<file path="config.mk">
export PLATFORM = sky130hd
export DESIGN_NAME = ibis_affine_mapper_pipe
export DESIGN_NICKNAME = d
export VERILOG_FILES = /design/src/rtl/ibis_pkg.sv /design/src/rtl/ibis_affine_lane.sv /design/src/rtl/ibis_affine_mapper_pipe.sv
export SDC_FILE = /design/constraint.sdc
export NUM_CORES = 2
export LEC_CHECK = 0
export CELL_PAD_IN_SITES_DETAIL_PLACEMENT = 0
export CELL_PAD_IN_SITES_GLOBAL_PLACEMENT = 2
export CORE_MARGIN = 2
export CORE_UTILIZATION = 30
export DETAILED_ROUTE_END_ITERATION = 6
export PLACE_DENSITY_LB_ADDON = 0.1
export SKIP_LAST_GASP = 1
export SLEW_MARGIN = 20
export SYNTH_ARGS = -nofsm -noshare
export SYNTH_HDL_FRONTEND = slang
export SYNTH_HIERARCHICAL = 1
export SYNTH_SLANG_ARGS = --single-unit
</file>
<file path="constraint.sdc">
create_clock -name aclk -period 6.8 [get_ports aclk]
set_input_delay 1.02 -clock aclk [delete_from_list [all_inputs] [get_ports aclk]]
set_output_delay 1.02 -clock aclk [all_outputs]
set_load 0.02 [all_outputs]
</file>
<file path="src/rtl/ibis_pkg.sv">
// Shared types and constants for the ibis affine texture mapper.
package ibis_pkg;

    // Out-of-tile handling; the reserved encoding behaves as stencil.
    typedef enum logic [1:0] {
        MAP_STENCIL = 2'd0,
        MAP_WRAP    = 2'd1,
        MAP_CLAMP   = 2'd2,
        MAP_RSVD    = 2'd3
    } map_mode_t;

    // Bit positions of cfg_sel: {Ty,Tx,D,C,B,A}.
    localparam int CFG_NUM    = 6;
    localparam int CFG_SEL_A  = 0;
    localparam int CFG_SEL_B  = 1;
    localparam int CFG_SEL_C  = 2;
    localparam int CFG_SEL_D  = 3;
    localparam int CFG_SEL_TX = 4;
    localparam int CFG_SEL_TY = 5;

    // Reset configuration is the identity transform in stencil mode.
    localparam map_mode_t MODE_RESET = MAP_STENCIL;

    // Diagonal matrix entries reset to 1.0, everything else to 0.
    function automatic logic is_diag_entry(input int idx);
        return (idx == CFG_SEL_A) || (idx == CFG_SEL_D);
    endfunction

    // Collapse the reserved encoding onto stencil.
    function automatic map_mode_t effective_mode(input map_mode_t m);
        case (m)
            MAP_WRAP:  return MAP_WRAP;
            MAP_CLAMP: return MAP_CLAMP;
            default:   return MAP_STENCIL;
        endcase
    endfunction

endpackage

</file>
<file path="src/rtl/ibis_affine_lane.sv">
// One axis of the affine transform: S1 multiplies, S2 sums and adds the
// half-tile offset so the tile origin lands in the tile centre.
module ibis_affine_lane #(
    parameter int MAT_W          = 12,
    parameter int FRAC_BITS      = 4,
    parameter int TILE_SIZE_POW2 = 5
) (
    input  logic                 aclk,
    input  logic                 aresetn,
    input  logic                 adv_i,
    input  logic [MAT_W-1:0]     ca_i,
    input  logic [MAT_W-1:0]     cb_i,
    input  logic [MAT_W:0]       xs_i,
    input  logic [MAT_W:0]       ys_i,
    output logic [2*MAT_W+1:0]   sum_o
);

    localparam int PW = 2 * MAT_W + 1;
    localparam int SW = PW + 1;
    localparam int HS = TILE_SIZE_POW2 - 1 + 2 * FRAC_BITS;
    localparam logic [SW-1:0] HALF = {{(SW-HS-1){1'b0}}, 1'b1, {HS{1'b0}}};

    logic signed [PW-1:0] prod_a_d, prod_b_d, prod_a_q, prod_b_q;
    logic signed [SW-1:0] sum_d, sum_q;

    // Full-width signed products and the widened sum; operands are sign
    // extended to product width so the multiply is exact.
    always_comb begin
        prod_a_d = $signed({{(PW-MAT_W){ca_i[MAT_W-1]}}, ca_i})
                 * $signed({{(PW-MAT_W-1){xs_i[MAT_W]}}, xs_i});
        prod_b_d = $signed({{(PW-MAT_W){cb_i[MAT_W-1]}}, cb_i})
                 * $signed({{(PW-MAT_W-1){ys_i[MAT_W]}}, ys_i});
        sum_d    = $signed({prod_a_q[PW-1], prod_a_q})
                 + $signed({prod_b_q[PW-1], prod_b_q})
                 + $signed(HALF);
    end

    // S1/S2 registers, frozen together with the rest of the pipe on stall.
    always_ff @(posedge aclk) begin
        if (!aresetn) begin
            prod_a_q <= {PW{1'b0}};
            prod_b_q <= {PW{1'b0}};
            sum_q    <= {SW{1'b0}};
        end else if (adv_i) begin
            prod_a_q <= prod_a_d;
            prod_b_q <= prod_b_d;
            sum_q    <= sum_d;
        end
    end

    assign sum_o = sum_q;

endmodule

</file>
<file path="src/rtl/ibis_affine_mapper_pipe.sv">
// Fully pipelined affine texture mapper: screen (x,y) -> tile texel address,
// one pixel per clock, double-buffered configuration with drain-then-swap commit.
module ibis_affine_mapper_pipe
    import ibis_pkg::*;
#(
    parameter int TILE_SIZE_POW2 = 5,
    parameter int WIDTH          = 10,
    parameter int COORD_BITS     = 7,
    parameter int MAT_W          = 12,
    parameter int FRAC_BITS      = 4
) (
    input  logic                        aclk,
    input  logic                        aresetn,
    input  logic                        cfg_we,
    input  logic [CFG_NUM-1:0]          cfg_sel,
    input  logic [MAT_W-1:0]            cfg_data,
    input  logic                        cfg_mode_we,
    input  logic [1:0]                  cfg_mode,
    input  logic                        cfg_commit,
    output logic                        cfg_busy,
    input  logic                        s_valid,
    output logic                        s_ready,
    input  logic [WIDTH-1:0]            x,
    input  logic [WIDTH-1:0]            y,
    output logic                        m_valid,
    input  logic                        m_ready,
    output logic [2*TILE_SIZE_POW2-1:0] map_address,
    output logic                        stencil_test
);

    localparam int T  = TILE_SIZE_POW2;
    localparam int XW = MAT_W + 1;
    localparam int SW = 2 * MAT_W + 2;
    localparam int IW = SW - 2 * FRAC_BITS;
    localparam logic [MAT_W-1:0] ONE  = {{(MAT_W-FRAC_BITS-1){1'b0}}, 1'b1, {FRAC_BITS{1'b0}}};
    localparam logic [MAT_W-1:0] ZERO = {MAT_W{1'b0}};

    // Configuration state
    logic [MAT_W-1:0] sh_q  [CFG_NUM];
    logic [MAT_W-1:0] sh_d  [CFG_NUM];
    logic [MAT_W-1:0] act_q [CFG_NUM];
    logic [MAT_W-1:0] act_d [CFG_NUM];
    map_mode_t        sh_mode_q, sh_mode_d, act_mode_q, act_mode_d;
    logic             busy_q, busy_d;

    // Pipeline state
    logic                 s0v_q, s1v_q, s2v_q, mv_q;
    logic signed [XW-1:0] xs_d, ys_d, xs_q, ys_q;
    logic [2*T-1:0]       addr_d, addr_q;
    logic                 stn_d, stn_q;

    logic                 advance_s, accept_s, ready_s, drained_s;
    logic [SW-1:0]        sum_u_s, sum_v_s;
    logic [IW-1:0]        u_int_s, v_int_s;
    map_mode_t            eff_mode_s;
    logic                 unused_bits_s;

    function automatic logic in_range(input logic [IW-1:0] iv);
        return ~|iv[IW-1:T];
    endfunction

    function automatic logic [T-1:0] resolve_axis(input logic [IW-1:0] iv, input map_mode_t mode);
        logic [T-1:0] r;
        case (mode)
            MAP_CLAMP: begin
                if (iv[IW-1])           r = {T{1'b0}};
                else if (|iv[IW-2:T])   r = {T{1'b1}};
                else                    r = iv[T-1:0];
            end
            default:                    r = iv[T-1:0];
        endcase
        return r;
    endfunction

    assign advance_s = !mv_q || m_ready;
    assign ready_s   = advance_s && !busy_q;
    assign accept_s  = s_valid && ready_s;
    assign drained_s = !(s0v_q || s1v_q || s2v_q);

    // Shadow register file: writes land any cycle, multi-hot selects write all.
    always_comb begin
        sh_d = sh_q;
        for (int i = 0; i < CFG_NUM; i++) begin
            if (cfg_we && cfg_sel[i]) sh_d[i] = cfg_data;
            else                      sh_d[i] = sh_q[i];
        end
        if (cfg_mode_we) sh_mode_d = map_mode_t'(cfg_mode);
        else             sh_mode_d = sh_mode_q;
    end

    // Commit sequencing: hold off input, wait for S0-S2 to empty, then swap.
    // The output register may still hold a pixel, but it is already resolved.
    always_comb begin
        busy_d     = busy_q;
        act_d      = act_q;
        act_mode_d = act_mode_q;
        if (busy_q) begin
            if (drained_s) begin
                busy_d     = 1'b0;
                act_d      = sh_d;
                act_mode_d = sh_mode_d;
            end else begin
                busy_d     = 1'b1;
            end
        end else begin
            busy_d = cfg_commit;
        end
    end

    // Configuration registers with identity reset.
    always_ff @(posedge aclk) begin
        if (!aresetn) begin
            for (int i = 0; i < CFG_NUM; i++) begin
                sh_q[i]  <= is_diag_entry(i) ? ONE : ZERO;
                act_q[i] <= is_diag_entry(i) ? ONE : ZERO;
            end
            sh_mode_q  <= MODE_RESET;
            act_mode_q <= MODE_RESET;
            busy_q     <= 1'b0;
        end else begin
            sh_q       <= sh_d;
            act_q      <= act_d;
            sh_mode_q  <= sh_mode_d;
            act_mode_q <= act_mode_d;
            busy_q     <= busy_d;
        end
    end

    // S0: tile-local fixed-point coordinate minus translate.
    always_comb begin
        xs_d = $signed({{(XW-COORD_BITS-FRAC_BITS){1'b0}}, x[COORD_BITS-1:0], {FRAC_BITS{1'b0}}})
             - $signed({act_q[CFG_SEL_TX][MAT_W-1], act_q[CFG_SEL_TX]});
        ys_d = $signed({{(XW-COORD_BITS-FRAC_BITS){1'b0}}, y[COORD_BITS-1:0], {FRAC_BITS{1'b0}}})
             - $signed({act_q[CFG_SEL_TY][MAT_W-1], act_q[CFG_SEL_TY]});
    end

    ibis_affine_lane #(
        .MAT_W          (MAT_W),
        .FRAC_BITS      (FRAC_BITS),
        .TILE_SIZE_POW2 (TILE_SIZE_POW2)
    ) u_lane_u (
        .aclk    (aclk),
        .aresetn (aresetn),
        .adv_i   (advance_s),
        .ca_i    (act_q[CFG_SEL_A]),
        .cb_i    (act_q[CFG_SEL_B]),
        .xs_i    (xs_q),
        .ys_i    (ys_q),
        .sum_o   (sum_u_s)
    );

    ibis_affine_lane #(
        .MAT_W          (MAT_W),
        .FRAC_BITS      (FRAC_BITS),
        .TILE_SIZE_POW2 (TILE_SIZE_POW2)
    ) u_lane_v (
        .aclk    (aclk),
        .aresetn (aresetn),
        .adv_i   (advance_s),
        .ca_i    (act_q[CFG_SEL_C]),
        .cb_i    (act_q[CFG_SEL_D]),
        .xs_i    (xs_q),
        .ys_i    (ys_q),
        .sum_o   (sum_v_s)
    );

    // S3: drop the fraction, then apply the out-of-tile mode.
    always_comb begin
        u_int_s    = sum_u_s[SW-1:2*FRAC_BITS];
        v_int_s    = sum_v_s[SW-1:2*FRAC_BITS];
        eff_mode_s = effective_mode(act_mode_q);
        addr_d     = {resolve_axis(v_int_s, eff_mode_s), resolve_axis(u_int_s, eff_mode_s)};
        if (eff_mode_s == MAP_STENCIL) stn_d = in_range(u_int_s) && in_range(v_int_s);
        else                           stn_d = 1'b1;
    end

    // Stage valids, S0 data and the output register; all move on advance only.
    always_ff @(posedge aclk) begin
        if (!aresetn) begin
            s0v_q  <= 1'b0;
            s1v_q  <= 1'b0;
            s2v_q  <= 1'b0;
            mv_q   <= 1'b0;
            xs_q   <= {XW{1'b0}};
            ys_q   <= {XW{1'b0}};
            addr_q <= {(2*T){1'b0}};
            stn_q  <= 1'b0;
        end else if (advance_s) begin
            s0v_q <= accept_s;
            s1v_q <= s0v_q;
            s2v_q <= s1v_q;
            mv_q  <= s2v_q;
            if (accept_s) begin
                xs_q <= xs_d;
                ys_q <= ys_d;
            end
            if (s2v_q) begin
                addr_q <= addr_d;
                stn_q  <= stn_d;
            end
        end
    end

    assign unused_bits_s = ^{x[WIDTH-1:COORD_BITS], y[WIDTH-1:COORD_BITS],
                             sum_u_s[2*FRAC_BITS-1:0], sum_v_s[2*FRAC_BITS-1:0]};

    assign s_ready      = ready_s;
    assign cfg_busy     = busy_q;
    assign m_valid      = mv_q;
    assign map_address  = addr_q;
    assign stencil_test = stn_q;

endmodule
</file>
== After elaboration in Yosys (flattened, before gate mapping) ==
Index checks and enable logic that the tools add are counted.

* Bits in registers: 342
* Output and inout bits: 14

* $add $sub $neg: 6
* Bitwise logic cells: 1
* Reduce and logical (&&, ||, !) cells: 24
* Multipliers: 4
* Multiplexer cells: 17
* Equal/unequal tests: 3

{| class="wikitable"
|+ Operators by type and width
! cell !! count
|-
| 12-bit by 13-bit multiplier with 25-bit output || 4
|-
| 12-bit 2-to-1 mux || 6
|-
| 25-bit by 25-bit adder with 26-bit output || 2
|-
| 26-bit by 14-bit adder with 26-bit output (second input constant) || 2
|-
| 5-bit 2-to-1 mux || 6
|-
| 13-bit OR reduction || 2
|-
| 12-bit by 12-bit subtractor with 13-bit output || 2
|-
| 12-bit OR reduction || 2
|-
| 1-bit logical AND || 9
|-
| 2-bit AND reduction || 3
|-
| 2-bit == test (second input constant) || 2
|-
| 1-bit logical NOT || 4
|-
| 2-bit one-hot mux with 2 select lines || 1
|-
| 1-bit logical OR || 3
|-
| 1-bit 2-to-1 mux || 3
|-
| 2-bit by 1-bit == test with 1-bit output (second input constant) || 1
|-
| 2-bit logical NOT || 1
|-
| 2-bit 2-to-1 mux || 1
|-
| 1-bit inverter || 1
|}

== Longest topological paths before layout ==
* Depth after elaboration: 5
* Gate-level depth with buffers: 21
* Depth with buffers taken out: 20

== Cells and area by module ==
The synthesis kept the hierarchy.

{| class="wikitable"
|+ By module, submodules not included
! module !! times used !! cells an instance !! seq. area each (µm²) !! area each (µm²)
|-
| ibis_affine_lane (u_lane_u) || 1 || 1770 || 1521.5 || 15705.1
|-
| ibis_affine_lane (u_lane_v) || 1 || 1774 || 1521.5 || 15646.3
|-
| ibis_affine_mapper_pipe || 1 || 811 || 3803.6 || 7546.0
|}

== Least setup slack after synthesis ==
No wires, ideal clock.

* Path kind: flip-flop to flip-flop
* Start: register xs_q[12]
* End: register u_lane_u.prod_a_q[24]
* Path buffers: 1
* Arrival time: 5300 ps
* Cell stages (with the launch flop): 22
* Setup slack: 1365 ps
* Setup time: 135 ps
* Cells stage by stage: dfxtp_1 > clkbuf_1 > nand2_1 > inv_1 > fa_1 > ha_1 > inv_1 > fa_1 > inv_1 > fa_1 > inv_1 > fa_1 > inv_1 > ha_1 > nand4_1 > a211o_1 > a21o_1 > a211oi_1 > o2111ai_1 > a31oi_1 > xnor2_1 > o22ai_1

* Longest elaborated chain between the ends: 1

{| class="wikitable"
|+ RTL lines
! item !! line !! source
|-
| from (decl) || ibis_affine_mapper_pipe.sv:48 || <nowiki>logic signed [XW-1:0] xs_d, ys_d, xs_q, ys_q;</nowiki>
|-
| from (signal assigned) || ibis_affine_mapper_pipe.sv:184 || <nowiki>xs_q <= {XW{1'b0}};</nowiki>
|-
| from (signal assigned) || ibis_affine_mapper_pipe.sv:194 || <nowiki>xs_q <= xs_d;</nowiki>
|-
| 12-bit by 13-bit multiplier with 25-bit output || ibis_affine_lane.sv:30 || <nowiki>* $signed({{(PW-MAT_W-1){xs_i[MAT_W]}}, xs_i});</nowiki>
|-
| to (signal assigned) || ibis_affine_lane.sv:41 || <nowiki>prod_a_q <= {PW{1'b0}};</nowiki>
|-
| to (signal assigned) || ibis_affine_lane.sv:45 || <nowiki>prod_a_q <= prod_a_d;</nowiki>
|-
| to (decl) || ibis_affine_lane.sv:23 || <nowiki>logic signed [PW-1:0] prod_a_d, prod_b_d, prod_a_q, prod_b_q;</nowiki>
|}

Every way passes these cells.
A chain may end at the register's enable or synchronous reset.

== Final worst setup path ==
* Start: register xs_q[10]
* End: register u_lane_v.prod_a_q[24]

* Longest elaborated chain between the ends: 1

{| class="wikitable"
|+ RTL lines
! item !! line
|-
| 12-bit by 13-bit multiplier with 25-bit output || ibis_affine_lane.sv:30
|-
| to (signal assigned) || ibis_affine_lane.sv:41
|-
| to (signal assigned) || ibis_affine_lane.sv:45
|-
| to (decl) || ibis_affine_lane.sv:23
|}

Every way passes these cells.

==> results_dict.tcl <==
set metrics [dict create \
    status "finished, final reports clean" \
    holdBufCountCts 0 \
    cts.sinks 326 \
    setup_viol 0 \
    avgSynthCellArea_um2 8.92 \
    overflow 0 \
    critical_path_peak_fanout 13 \
    fmax_ghz 0.165 \
    clk_latency_ps 610 \
    ys.warnings.count 6 \
    rsz0062_at_grt "no" \
    cts_resized 0 \
    slew_headroom 0.298 \
    crit_chain "buf_4, nand2_1, fa_1, fa_1, inv_1, fa_1, fa_1, inv_1, fa_1, inv_1, ha_1, and4_1, and3_1, and3_1, nand3_1, a31oi_1, a31oi_1, xnor2_1, o21ai_1" \
    antenna_found_initial 11 \
    tightest_slew_ps 1050 \
    ant_nets 0 \
    fin_cells 5957 \
    fin_tns_setup_ps 0 \
    fin_ws_ps 734 \
    clock_skew_ps 22.7 \
    vias_per_cell 4.64 \
    post_cts_buffers 0 \
    p_per_area_nw_per_um2 196 \
    drt_iter0_markers 1261 \
    clk_pin_slew_ps 60 \
    grt_start_max_net_pins 166 \
    syn_to_final_growth_pct 10.6 \
    fp-row-count 130 \
    wl_per_cell_um 18.3 \
    wl_mm 109 \
    startpoint_type "flip-flop" \
    criticalPathCategory "reg -> reg" \
    critPathSlowestCell "dfxtp_1" \
    dpl_worst_slack_ps 717 \
    dr.pass1.iters 5 \
    root_buffer "clkbuf_16" \
    finalCriticalPeriod_ps 6070 \
    path_delay_family "adder cells" \
    netlist_area_um2 38200 \
    ir_worst_vdd_mv 0.172 \
    hold_path.class "reg -> reg" \
    cp.buffers_inverters 4 \
    core_area_um2 126000 \
    maxSlewViolCount 0 \
    start_util 0.303 \
    ioPinCount 61 \
    slowest_delay_ps 770 \
    track_usage 0.174 \
    timing.final.crit_share 0.892 \
    gp_congestion 0.770 \
    hpwl_mm 88.6 \
    grt_pass1_vias 29300 \
    place_inst 5875 \
    cp.required_ps 7280 \
    die_w_um 361 \
    placed_cell_area_um2 40700 \
    path_common_cell "fa_1" \
    worst_setup_path_end_kind "flip-flop" \
    arrival_ps 6550 \
    maxCapViolCount 0 \
    htree_levels 2 \
    nNetsFinal 5241 \
    num_vias 27600 \
    cts_buffers 46 \
    die_h_um 361 \
    final_area_um2 42300 \
    die_area_um2 130000 \
    hold_viol 0 \
    leakage_nw 20.9 \
    synth_cells 4284 \
    io_buffers 54 \
    clock_path_buffers 3 \
    syn_nets 5252 \
    drive_gt1_frac 0.0506 \
    grt_first_pass_wirelength_mm 176 \
    drcViolationCount 0 \
    cts_tree "built" \
]
[registers in the layout, indices dropped and copies added (netlist names), 2 cells and up]
| name | count |
|---|---|
| u_lane_u/sum_o | 18 |
| u_lane_u/prod_b_q | 25 |
| u_lane_u/prod_a_q | 25 |
| u_lane_v/prod_b_q | 25 |
| map_address | 10 |
| u_lane_v/sum_o | 18 |
| ys_q | 13 |
| act_mode_q | 2 |
| sh_q | 72 |
| xs_q | 13 |
| act_q | 72 |
| sh_mode_q | 2 |
| u_lane_v/prod_a_q | 25 |
[worst reg2reg max path: stages (launching register included)]
cell	delay (ps)
dfxtp_1	770
buf_4	360
nand2_1	120
fa_1	520
fa_1	520
inv_1	60
fa_1	510
fa_1	500
inv_1	60
fa_1	480
inv_1	40
ha_1	410
and4_1	250
and3_1	180
and3_1	160
nand3_1	130
a31oi_1	270
a31oi_1	140
xnor2_1	370
o21ai_1	90
[stage by stage]
step | hold slack [ps] | power, mW | utilization
after detailed placement | 449 | 5.84 | 0.323
final | 453 | 8.29 | 0.335
after global routing | 475 | 9.00 | 0.335
after floorplan | 425 | 4.77 | -
after CTS | 460 | 8.48 | 0.335
after global placement | 440 | 5.87 | 0.323
[cell usage in the layout (no fill, tap or decap), types with 24 or more instances in the layout]
cell	count
clkbuf_16	49
a21oi_1	120
nor3_1	39
o21a_1	26
buf_4	82
ha_1	327
a211oi_1	100
xor2_1	28
a21o_1	40
fa_1	594
dfxtp_1	326
and2_1	207
xnor2_1	81
nand3_1	66
o21ai_0	71
nor2_1	349
nand2_1	508
a31oi_1	24
clkdlybuf4s50_1	53
mux2i_1	136
inv_1	745
[final timing paths]
path,startpoint,slack (ps),endpoint,cells past startpoint
hold reg to reg,map_address[0]$_SDFFE_PN0P_,450,map_address[0]$_SDFFE_PN0P_,2
hold / removal,map_address[0]$_SDFFE_PN0P_,450,map_address[0]$_SDFFE_PN0P_,2
setup / recovery,xs_q[10]$_SDFFE_PN0P_,730,u_lane_v/prod_a_q[24]$_SDFFE_PN0P_,19
setup reg to reg,xs_q[10]$_SDFFE_PN0P_,730,u_lane_v/prod_a_q[24]$_SDFFE_PN0P_,19
[power by group]
| part | total (mW) | leakage, nW | switching [mW] | internal (mW) |
|---|---|---|---|---|
| Clock | 2.54 | 0.773 | 0.968 | 1.57 |
| Combinational | 3.24 | 17.5 | 1.91 | 1.33 |
| Sequential | 2.51 | 2.67 | 0.335 | 2.17 |
[cell type report]
type                       instances  area (um2)
sequential                       326        6530
inverter                         750        2830
multi-input combinational       3013       28100
fill                           13300       83800
timing repair buffer             136        1170
antenna                            1        2.50
tap                             1650        2060
clock buffer                      66        1360
clock inverter                    15         210
[routing by layer]
layer	vias to the layer above	track usage	share of wire
li1	13500	-	-
met1	13800	0.259	0.52
met2	262	0.274	0.44
met3	66	0.0194	0.028
met4	2	0.0258	0.011
met5	-	0	0.00012
Power figures use the tool's default switching activity.
